==> config.mk <==
export PLATFORM = sky130hd
export DESIGN_NAME = fifo_rd_stream
export DESIGN_NICKNAME = d
export VERILOG_FILES = /design/src/rtl/fifo_rd_stream.sv
export SDC_FILE = /design/constraint.sdc
export NUM_CORES = 1
export LEC_CHECK = 0
export ABC_AREA = 1
export CORE_MARGIN = 4
export CORE_UTILIZATION = 44
export DETAILED_ROUTE_END_ITERATION = 10
export HOLD_SLACK_MARGIN = 0.08
export PLACE_DENSITY = 0.74
export SLEW_MARGIN = 20
export SYNTH_ARGS = -nofsm -noshare
export SYNTH_HDL_FRONTEND = slang
export SYNTH_SLANG_ARGS = --single-unit
==> constraint.sdc <==
create_clock -name clk_i -period 1.4 [get_ports clk_i]
set_input_delay 0.21 -clock clk_i [delete_from_list [all_inputs] [get_ports clk_i]]
set_output_delay 0.21 -clock clk_i [all_outputs]
set_load 0.01 [all_outputs]
==> src/rtl/fifo_rd_stream.sv <==
// Read-side adapter: drains an async FIFO read port into a valid/ready stream,
// using a 2-entry buffer to hide the FIFO's one-cycle read latency.
module fifo_rd_stream #(
    parameter int unsigned DATA_WIDTH = 8
) (
    input  logic                  clk_i,
    input  logic                  rstn_i,
    input  logic                  flush_i,
    input  logic                  fifo_empty_i,
    output logic                  fifo_rd_en_o,
    input  logic [DATA_WIDTH-1:0] fifo_rd_data_i,
    output logic                  m_valid_o,
    input  logic                  m_ready_i,
    output logic [DATA_WIDTH-1:0] m_data_o,
    output logic [1:0]            level_o
);

    logic [DATA_WIDTH-1:0] head_q, head_d;
    logic [DATA_WIDTH-1:0] tail_q, tail_d;
    logic [1:0]            level_q, level_d;
    logic                  inflight_q, inflight_d;
    logic                  valid_q, valid_d;
    logic                  pop;
    logic [1:0]            credits;

    always_comb begin
        pop     = valid_q & m_ready_i;
        credits = level_q + {1'b0, inflight_q};
        // A pop frees a slot this cycle, so a read may be issued at full credit.
        fifo_rd_en_o = rstn_i & ~flush_i & ~fifo_empty_i &
                       ((credits < 2'd2) | ((credits == 2'd2) & pop));

        head_d     = head_q;
        tail_d     = tail_q;
        level_d    = level_q;
        inflight_d = fifo_rd_en_o;

        if (flush_i) begin
            level_d = '0;
        end else begin
            case (level_q)
                2'd0: begin
                    if (inflight_q) begin
                        head_d  = fifo_rd_data_i;
                        level_d = 2'd1;
                    end
                end
                2'd1: begin
                    if (inflight_q && pop) begin
                        head_d = fifo_rd_data_i;
                    end else if (inflight_q) begin
                        tail_d  = fifo_rd_data_i;
                        level_d = 2'd2;
                    end else if (pop) begin
                        level_d = 2'd0;
                    end
                end
                2'd2: begin
                    if (pop) begin
                        head_d = tail_q;
                        if (inflight_q) begin
                            tail_d = fifo_rd_data_i;
                        end else begin
                            level_d = 2'd1;
                        end
                    end
                end
                default: level_d = '0;
            endcase
        end

        valid_d = (level_d != 2'd0);
    end

    always_ff @(posedge clk_i or negedge rstn_i) begin
        if (!rstn_i) begin
            head_q     <= '0;
            tail_q     <= '0;
            level_q    <= '0;
            inflight_q <= 1'b0;
            valid_q    <= 1'b0;
        end else begin
            head_q     <= head_d;
            tail_q     <= tail_d;
            level_q    <= level_d;
            inflight_q <= inflight_d;
            valid_q    <= valid_d;
        end
    end

    assign m_valid_o = valid_q;
    assign m_data_o  = head_q;
    assign level_o   = level_q;

    a_no_overflow: assert property (@(posedge clk_i) disable iff (!rstn_i)
        !(inflight_q && (level_q == 2'd2) && !pop));

endmodule

### After elaboration in Yosys (flattened, before gate mapping)

Cells that the tools add are included.

| storage, ports and cells | value |
|---|---|
| output and inout port bits | 12 |
| input port bits | 13 |
| bits in registers | 20 |
| word-level logic and storage cells | 45 |

| cells by class | value |
|---|---|
| reductions and logical operators | 7 |
| equality and inequality tests | 7 |
| bitwise gates (word level) | 8 |
| multiplexer cells | 16 |
| $lt $le $gt $ge | 1 |
| $add $sub $neg | 1 |

Operator list:

| operator | number |
|---|---|
| 2-to-1 mux 8 bit | 6 |
| case mux 8 bit (3 select lines) | 1 |
| case mux 8 bit (2 select lines) | 1 |
| 2-to-1 mux 2 bit | 7 |
| != test 2 bit (second input constant) | 4 |
| case mux 2 bit (3 select lines) | 1 |
| AND 1 bit | 5 |
| AND reduction 5 bit | 1 |
| == test 2 bit (second input constant) | 2 |
| AND reduction 4 bit | 1 |
| nonzero test 2 bit | 2 |
| nonzero test 3 bit | 1 |
| adder 2 x 1 -> 2 bit | 1 |
| == test 2 x 1 -> 1 bit (second input constant) | 1 |
| logical NOT 2 bit | 1 |
| less-than comparator 2 bit (second input constant) | 1 |
| NOT 1 bit | 2 |
| logical AND 1 bit | 1 |
| bitwise OR 1 bit | 1 |

### Longest topological paths before layout

| depth | value |
|---|---|
| depth in word-level cells | 7 |
| depth in mapped cells | 8 |
| mapped depth without buffers | 7 |

### Worst setup path after synthesis

No wires, ideal clock.

| timing path | value |
|---|---|
| kind | register to output |
| start | register level_q[0] (netlist: level_o[0]) |
| end | output port fifo_rd_en_o |
| data required time | 1.190 ns |
| path slack | -0.240 ns |
| arrival | 1.430 ns |
| stages on the path, launching flop included | 5 |
| path buffers | 0 |
| cell sequence | dfrtp_1 inv_2 ha_1 or2_2 a21oi_1 |

| on the way | value |
|---|---|
| cells in the longest elaborated chain, start to end | 5 |
| elaborated cells between the ends (all ways) | 6 |
| those cells by class | add/sub (1); order compare (1); eq/ne (1); bitwise (3) |

Ends and longest elaborated chain:

| item | RTL line | source |
|---|---|---|
| start, declared | 20 | `logic [1:0] level_q, level_d;` |
| start signal, assigned | 85 | `level_q <= level_d;` |
| adder 2 x 1 -> 2 bit * | 28 | `credits = level_q + {1'b0, inflight_q};` |
| == test 2 bit | 31 | `((credits < 2'd2) \| ((credits == 2'd2) & pop));` |
| AND 1 bit | 31 |  |
| bitwise OR 1 bit * | 31 |  |
| AND 1 bit * | 30 | `fifo_rd_en_o = rstn_i & ~flush_i & ~fifo_empty_i &` |
| end, declared | 10 | `output logic fifo_rd_en_o,` |

Every way passes the cells marked *; elsewhere a longest branch is shown, timed or not.

### Final worst setup path

Same ends and word-level chain as after synthesis.

==> flow_metrics.py <==
metrics = {
    "status": {
        "status": "finished, violations left",
        "failed_checks": "negative setup slack",
    },
    "layout": {
        "synthToLayoutAreaGrowth_pct": 49.1,
        "multi_input_area_sq_um": 626,
        "design_area_sq_um": 1640,
        "fin_cells": 216,
        "layout-drive-gt1-share_pct": 28.2,
        "antenna_cells": 0,
        "fillCellCount": 193,
        "nets": 205,
        "regArea_sq_um": 502,
    },
    "die": {
        "dieWidth_um": 58.0,
        "ioPinCount": 25,
        "coreArea_sq_um": 2300,
        "initial_core_util_pct": 47.9,
        "die_y_um": 58.0,
        "rows": 17,
        "die_area_sq_um": 3360,
    },
    "sta": {
        "fin_crit_sh_pct": 124,
        "rsz0062_at_grt": "yes",
        "finalSetupViolCount": 1,
        "hold_viol": 0,
        "relSlewSlack_pct": 82.8,
        "fmax_mhz": 576,
        "worstMarginPinSlew_ns": 0.259,
        "layout_setup_ws_ns": -0.335,
        "drv_slew": 0,
        "finalCriticalPeriod_ns": 1.73,
        "finClkSkew_ns": 0.00266,
    },
    "routing": {
        "drtAntennaViolNets": 0,
        "via_per_inst": 5.01,
        "totalWireLength_um": 2980,
        "vias": 1083,
        "drc_errors": 0,
        "drtIter0Drc": 31,
        "drt-wirelength-per-cell_um": 13.8,
        "dr.pass1.iters": 4,
    },
    "placement": {
        "place_area_sq_um": 1520,
        "dp_cells": 209,
        "place.gp.congestion": 0.837,
        "io_buffers": 24,
        "hpwl_um": 2130,
    },
    "synthesis": {
        "synth_warnings": 0,
        "syn-num-nets": 155,
        "ys_seq_elements": 20,
        "ys_top_cells_by_area": "dfrtp_1 (46%), nand2_1 (22%), nand3_1 (9.1%)",
        "seq_area_frac_synth_pct": 45.5,
        "synthDistinctLibCells": 20,
        "synth_top_area_share_pct": 45.5,
        "synth_area_leader_cell": "dfrtp_1",
        "postSynthCellCount": 139,
        "syn_area_per_cell_sq_um": 7.91,
        "syn_area_sq_um": 1100,
    },
    "setup_path": {
        "cp_max_fo": 3,
        "cp_num_buf_inv": 2,
        "worstPathArrival_ns": 1.52,
        "max_stage_delay_ns": 0.46,
        "crit_family": "flip-flops",
        "path_cells": "inv_4 > ha_4 > or2_4 > a21oi_4 > buf_6",
        "path_class": "reg2out",
        "endpoint_kind": "output pin",
        "required_ns": 1.19,
        "startpoint_type": "flop",
        "crit_slowest_cell": "dfrtp_2",
    },
    "clocking": {
        "cts_max_path_buffers": 2,
        "cts_made_buffers": 3,
        "cts_tree": "built",
        "ctsHoldBuffers": 0,
        "root_buffer": "clkbuf_4",
        "clk_latency_ns": 0.31,
        "cts_max_level": 1,
        "cts_sinks": 20,
        "path_clk_slew_ns": 0.11,
    },
    "hold_path": {
        "min_path_type": "in2async",
    },
    "grt": {
        "grtUsageTotal_pct": 18.2,
        "first_global_vias": 1067,
        "antenna_found_initial": 0,
        "grt_remaining_overflow": 0,
        "grt_pass1_wl_um": 4760,
        "grt_max_degree": 21,
    },
    "pwr": {
        "cellLeakagePower_uw": 0.000904,
        "power.density_nw_per_um2": 1150,
        "peakVddDrop_mv": 0.688,
    },
    "job": {
        "maxCapViolCount": 0,
    },
}
## power by group
part	internal, uW	switching [uW]	leakage [uW]
registers	747	91.1	0.000259
logic	331	370	0.000624
clock network	159	188	0.0000210
total	1240	650	0.000904
## metal layers
layer	vias to the layer above	track usage (%)	wire [um]
li1	535	-	-
met1	509	22.3	1190
met2	31	32.1	1590
met3	8	3.34	140
met4	0	5.96	50
met5	-	0	0
## layout make-up
cell class | instances | share of cell area [%]
Multi-Input combinational cell | 109 | 38.1
Sequential cell | 20 | 30.6
Timing Repair Buffer | 46 | 24.7
Clock buffer | 4 | 2.21
Inverter | 9 | 2.21
Tap cell | 28 | 2.14
## placed cells by master, fill, tap and decap left out, drive strengths merged
cell,netlist,routed
xor2,1,1
nor2,7,8
clkbuf,0,4
dlygate4sd2,0,9
nand3,20,20
inv,9,9
ha,3,3
clkdlybuf4s50,0,12
clkdlybuf4s15,0,1
buf,2,24
dfrtp,20,20
nand2,71,71
a21oi,2,2
o21ai,3,3
or2,1,1
## kinds of logic after synthesis
family	synth area share, %
AO/OA/AOI/OAI	3.64
XOR/XNOR	0.797
adder cells (fa/ha/maj)	3.41
buffers and inverters	4.78
flip-flops	45.5
AND/OR/NAND/NOR	41.9
## worst paths after layout
path | cells past startpoint | end | slack [ns] | start
max | 5 | fifo_rd_en_o | -0.33 | level_o[0]
min | 2 | inflight_q | 0.26 | rstn_i
max reg2reg | 7 | tail_q[6] | 0.04 | level_o[0]
min reg2reg | 2 | m_data_o[6] | 0.48 | m_data_o[6]
max in group asynchronous | 2 | level_o[0] | 0.91 | rstn_i
min in group clk_i | 3 | tail_q[3] | 0.47 | fifo_rd_data_i[3]
## state kept, by name (all words and copies together) (netlist names)
| register | count |
|---|---|
| m_data_o | 8 |
| m_valid_o | 1 |
| inflight_q | 1 |
| tail_q | 8 |
| level_o | 2 |
## through the flow
| stage | setup slack [ns] | TNS, ns | hold WS (ns) | total power [uW] | util [%] |
|---|---|---|---|---|---|
| 3_3_place_gp | -0.472 | -2.27 | 0.454 | 1550 | 66.3 |
| 3_5_place_dp | -0.511 | -2.90 | 0.460 | 1580 | 66.3 |
| 5_1_grt | -0.395 | -0.525 | 0.275 | 2010 | 71.4 |
| 2_1_floorplan | 0.0162 | 0 | -0.0856 | 1160 | - |
| 6_report | -0.335 | -0.335 | 0.263 | 1890 | 71.4 |
| 4_1_cts | -0.338 | -0.338 | 0.273 | 1860 | 69.0 |
## cells in the mapped netlist (all sizes together)
master,n
xor2,1
inv,9
nor2,7
dfrtp,20
or2,1
ha,3
nand3,20
buf,2
a21oi,2
nand2,71
o21ai,3
## what timing repair did
item / in CTS / in global routing
setup buffers: 2 / 0
resized for setup: 23 / 12
pin swaps: 0 / 7
gates cloned: 0 / 1
hold endpoints to repair: 0 / 0
setup endpoints to repair: 12 / 15
No activity file was read; power rests on OpenSTA's default activity.
==> edit 1: new RTL, same settings <==
The parameter `DATA_WIDTH` goes from 8 to 6.
--- a/src/rtl/fifo_rd_stream.sv
+++ b/src/rtl/fifo_rd_stream.sv
@@ -1,7 +1,7 @@
 // Read-side adapter: drains an async FIFO read port into a valid/ready stream,
 // using a 2-entry buffer to hide the FIFO's one-cycle read latency.
 module fifo_rd_stream #(
-    parameter int unsigned DATA_WIDTH = 8
+    parameter int unsigned DATA_WIDTH = 6
 ) (
     input  logic                  clk_i,
     input  logic                  rstn_i,
Interface: changed (resized fifo_rd_data_i and m_data_o); port bits go from 25 to 21. No check against the original RTL was run, so the function may have changed too.
==> edit 1 against the unedited design <==
The flow still finishes with violations (negative setup slack); worst setup slack better by 32 ps; total power down 25%; maximum frequency up 1.9%; sequential share of layout area up 0.19 points; final area down 20%; sequential cell count down 4; area after synthesis down 22%; wire length down 27%; critical path depth unchanged; count of clock-buffer cells in the layout unchanged; critical path type unchanged; largest cell class unchanged.
==> edit 1: results (changes against the unedited design) <==
status finished with violations; failing checks negative setup slack; via count 840 (-22%); max incr delay on CP 430 ps (-30 ps); Setup WS pre-CTS -483.1 ps (+27.69 ps); DR iter-0 viols 16 (-48%); FFs w/ async S/R, synth 1.000 (unchanged); Hold Crit Class input pin to asynchronous set/reset pin; worst rel slew slack 0.8603 (+0.03278); worst vdd ir 0.8171 mV (+19%); DP Wirelength 1550 um (-27%); total global-route track usage 0.1891 (+0.006724); NumNets Final 167 (-19%); per-cell routed wire length 12.20 um (-11%); final worst slack -303.0 ps (+31.83 ps); port bufs 20 (-17%); RePlAce Congestion 0.7468 (-11%); reg2reg setup slack 0 ps (-40 ps); switch share 0.3203 (-0.02400); Pins Over Slew Limit 0 (unchanged); Clock Tree Buf Depth 2 (unchanged); fin util 0.7319 (+0.01788); Max Fanout on Critical Path 2 (-1); Distinct cells, synth 17 (-15%); CTS Buf Count 3 (unchanged); met3 Use GR 0.04585 (+0.01244); Final Setup Violations 1 (unchanged); slowest cell on the critical path dfrtp_2; Synth top cells by count 52 x nand2_1, 16 x dfrtp_1, 16 x nand3_1; Most Crowded Layer GR met2; critical path's top delay family flip-flops; GRT met1 Usage 0.2355 (+0.01221); H-tree depth 1 (unchanged); GRT met2 Usage 0.2887 (-0.03226); Setup TNS Final -303.0 ps (+31.83 ps); warnings from Yosys 0 (unchanged); sequential area share after synthesis 0.4692 (+0.01415); fillers 145 (-25%); Syn Area/Cell 7.757 um2 (-2.0%); Clock transition at path regs 100 ps; # diodes 0 (unchanged); initial antenna violation count 0 (unchanged); Critical Path AT 1490 ps (-30 ps); vias in the first global route 813 (-24%); first-pass GRT wire length 3657 um (-23%); post-synth net total 124 (-20%); Pre-Repair DR Iteration Count 7 (+3); clock root buffer clkbuf_4; leakage power 0.0007045 uW (-22%); share of post-route cells with drive strength above 1 0.2895 (+0.007559); top post-synthesis cells by area dfrtp_1 47%, nand2_1 23%, nand3_1 9.4%; pin count of the biggest net entering global routing 17 (-19%); clk_skew 10.01 ps (+7.356 ps); worst skew pair latency 300 ps; Avg Vias per Cell 4.746 (-5.3%)
[edit 1: changes by cell type in the layout (fill, tap and decap cells not counted), moves of 3 or more]
cell     delta
nand2_1    -15
dfrtp_1     -4
nand3_1     -4
buf_6       -3
inv_1       -3
nor2_4      -3
[edit 1: timing repair]
item / in CTS / in global routing
pin swaps: 3 / 5
setup buffers: 4 / 0
setup endpoints to repair: 10 / 11
gates resized for setup: 21 / 7
[edit 1: power by group through the flow]
stage                     clock [uW]  sequential, uW  combinational [uW]
final                            318             640                 451
after global placement             0             641                 452
after detailed placement           0             648                 465
after global routing             355             657                 498
after floorplan                    0             679                 163
after CTS                        329             634                 439
[edit 1: cells by family (layout without fill, tap and decap cells)]
kind of cell | Yosys count | in the layout | share of synthesized area
xor+xnor | 1 | 1 | 0.01027
compound gates | 3 | 3 | 0.01759
flops | 16 | 16 | 0.4692
buf+inv | 8 | 50 | 0.03666
fa+ha+maj | 3 | 3 | 0.04399
simple gates | 79 | 79 | 0.4223
[edit 1: routing by layer]
metal	share of wire	vias up
li1	-	429
met1	0.44	381
met2	0.49	25
met3	0.046	5
met4	0.025	0
met5	0	-
[edit 1: worst register-to-register path, delay by kind of cell (launching register included)]
kind / cells / cell delay, ps
buf+inv: 2 / 300
flops: 1 / 430
simple gates: 6 / 560
[edit 1: through the flow]
step / hold slack, ps / instance area, um2
finish: 246.9 / 1305
global placement: 454.3 / 1205
CTS: 248.7 / 1280
global route: 258.5 / 1305
detailed placement: 458.2 / 1205
floorplan: -85.59 / 868.3
[edit 1: cell type report]
| cell class | instances | area (um2) | share of cell area |
|---|---|---|---|
| Timing Repair Buffer | 38 | 326.6 | 0.2502 |
| Tap cell | 25 | 31.28 | 0.02397 |
| Clock buffer | 4 | 36.28 | 0.02780 |
| Multi-Input combinational cell | 86 | 478.0 | 0.3663 |
| Inverter | 8 | 31.28 | 0.02397 |
| Sequential cell | 16 | 401.6 | 0.3078 |
[edit 1: worst paths after layout]
path | end | startpoint | cells after the start
worst max-delay path | fifo_rd_en_o | level_o[0]$_DFF_PN0_ | 5
worst min-delay path | inflight_q$_DFF_PN0_ | rstn_i | 2
worst max register to register | tail_q[3]$_DFFE_PN0P_ | level_o[0]$_DFF_PN0_ | 8
worst min register to register | m_data_o[0]$_DFFE_PN0P_ | m_data_o[0]$_DFFE_PN0P_ | 2
max in group asynchronous | level_o[0]$_DFF_PN0_ | rstn_i | 2
min in group clk_i | m_data_o[0]$_DFFE_PN0P_ | m_data_o[0]$_DFFE_PN0P_ | 2
==> edit 2: new RTL, config.mk and constraints unchanged <==
Made on the original files. Make the reset (`rstn_i`) synchronous in one clocked block. Comments in the files are not updated.
--- a/src/rtl/fifo_rd_stream.sv
+++ b/src/rtl/fifo_rd_stream.sv
@@ -72,7 +72,7 @@
         valid_d = (level_d != 2'd0);
     end
 
-    always_ff @(posedge clk_i or negedge rstn_i) begin
+    always_ff @(posedge clk_i) begin
         if (!rstn_i) begin
             head_q     <= '0;
             tail_q     <= '0;
Function: differs if rstn_i is asserted again (counterexample within 4 cycles, from zero or initial values and one cycle with rstn_i low); with rstn_i held inactive, the same outputs for 10 cycles.
==> edit 2 against the unedited design <==
The run still ends with negative setup slack left; sequential cell count unchanged; via count increased by 12%; worst setup slack got worse by 1.1 ps; area after synthesis increased by 3.3%; final area about the same; cell count increased by 16%; wire length decreased by 7.0%; global-route usage decreased by 1.9 points; clock skew increased by 6.3 ps; die area increased by 2.8%; critical path type unchanged; critical path depth unchanged; critical endpoint unchanged.
Power is not compared: it rests on default switching activity, and its combinational part moved more than twofold at a synthesized area within 25%.
==> edit 2: results (changes against the unedited design) <==
worst rel slew slack 0.7848 (-0.04276); fillers 234 (+21%); Setup TNS Final -336.0 ps (-1.136 ps); Placed Cells 242 (+16%); Syn Area/Cell 6.419 um2 (-19%); first-pass GRT wire length 4416 um (-7.2%); top_reg_cell synth dfxtp_1; failing checks negative setup slack; final WL 2767 um (-7.0%); pin count of the biggest net entering global routing 18 (-14%); clk_skew 8.938 ps (+6.283 ps); via count 1210 (+12%); Hold Crit Class flop to flop; slowest cell on the critical path dfxtp_2; FF-to-FF path depth 9 (+2); Setup WS pre-CTS -584.0 ps (-73.25 ps); Avg Vias per Cell 4.840 (-3.5%); Synth top cells by count 49 x nand2_1, 38 x nor2_1, 22 x nand3_1; status finished with violations; Tot Pwr 1100 uW; vias in the first global route 1054 (-1.2%); dpl cell area 0.001540 mm2 (+1.1%); max incr delay on CP 370 ps (-90 ps); top post-synthesis cells by area dfxtp_1 35%, nand2_1 16%, nor2_1 13%; final worst slack -336.0 ps (-1.136 ps); post-synth net total 193 (+25%); RePlAce Congestion 0.9154 (+9.4%); DP Wirelength 2085 um (-2.1%); Final Setup Violations 1 (unchanged); WHS 492.8 ps (+229.8 ps); Crit Reg-Reg Startpoint level_o[0]$_SDFF_PN0_; crit path from inflight_q$_SDFF_PN0_; DR iter-0 viols 48 (+55%); share of post-route cells with drive strength above 1 0.2091 (-0.07282)
edit 2: cell count changes after synthesis, moves of 3 or more:
cell | unedited run | this run
dfxtp_1 | 0 | 20
nand3b_1 | 0 | 8
nand2_1 | 65 | 49
inv_1 | 8 | 19
dfrtp_1 | 20 | 0
nand2_4 | 3 | 0
nor2_1 | 2 | 38
edit 2: timing repair:
| action | CTS | global route |
|---|---|---|
| endpoints found under the setup margin | 23 | 25 |
| pin swaps | 1 | 4 |
| gates resized for setup | 14 | 15 |
| buffers inserted | 0 | 4 |
edit 2: kinds of logic (layout without fill, tap and decap cells):
| kind of cell | after synthesis | in the layout | synth area share |
|---|---|---|---|
| flops | 20 | 20 | 0.3524 |
| simple gates | 123 | 123 | 0.4835 |
| compound gates | 4 | 4 | 0.03193 |
| xor+xnor | 1 | 1 | 0.007711 |
| fa+ha+maj | 3 | 3 | 0.03304 |
| buf+inv | 26 | 69 | 0.09141 |
edit 2: critical path, delay by kind of cell (launching register included):
kind                     cells  cell delay [ps]
flip-flops                   1              370
buffers and inverters        2              210
AO/OA/AOI/OAI                1              180
AND/OR/NAND/NOR              1              240
adder cells (fa/ha/maj)      1              220
edit 2: area by class of cell:
class	count	area, um2	area share
repair buffers	44	401.6	0.2450
flip-flops and latches	20	407.9	0.2489
well taps	30	37.54	0.02290
multi-input cells	131	684.4	0.4176
clock buffers	4	26.28	0.01603
inverters	21	81.33	0.04962
edit 2: routing by layer:
layer,vias up,part of all wire,GRT usage
li1,631,-,-
met1,531,0.44,0.2177
met2,46,0.47,0.2697
met3,2,0.081,0.02632
met4,0,0.0051,0.04854
met5,-,0,0
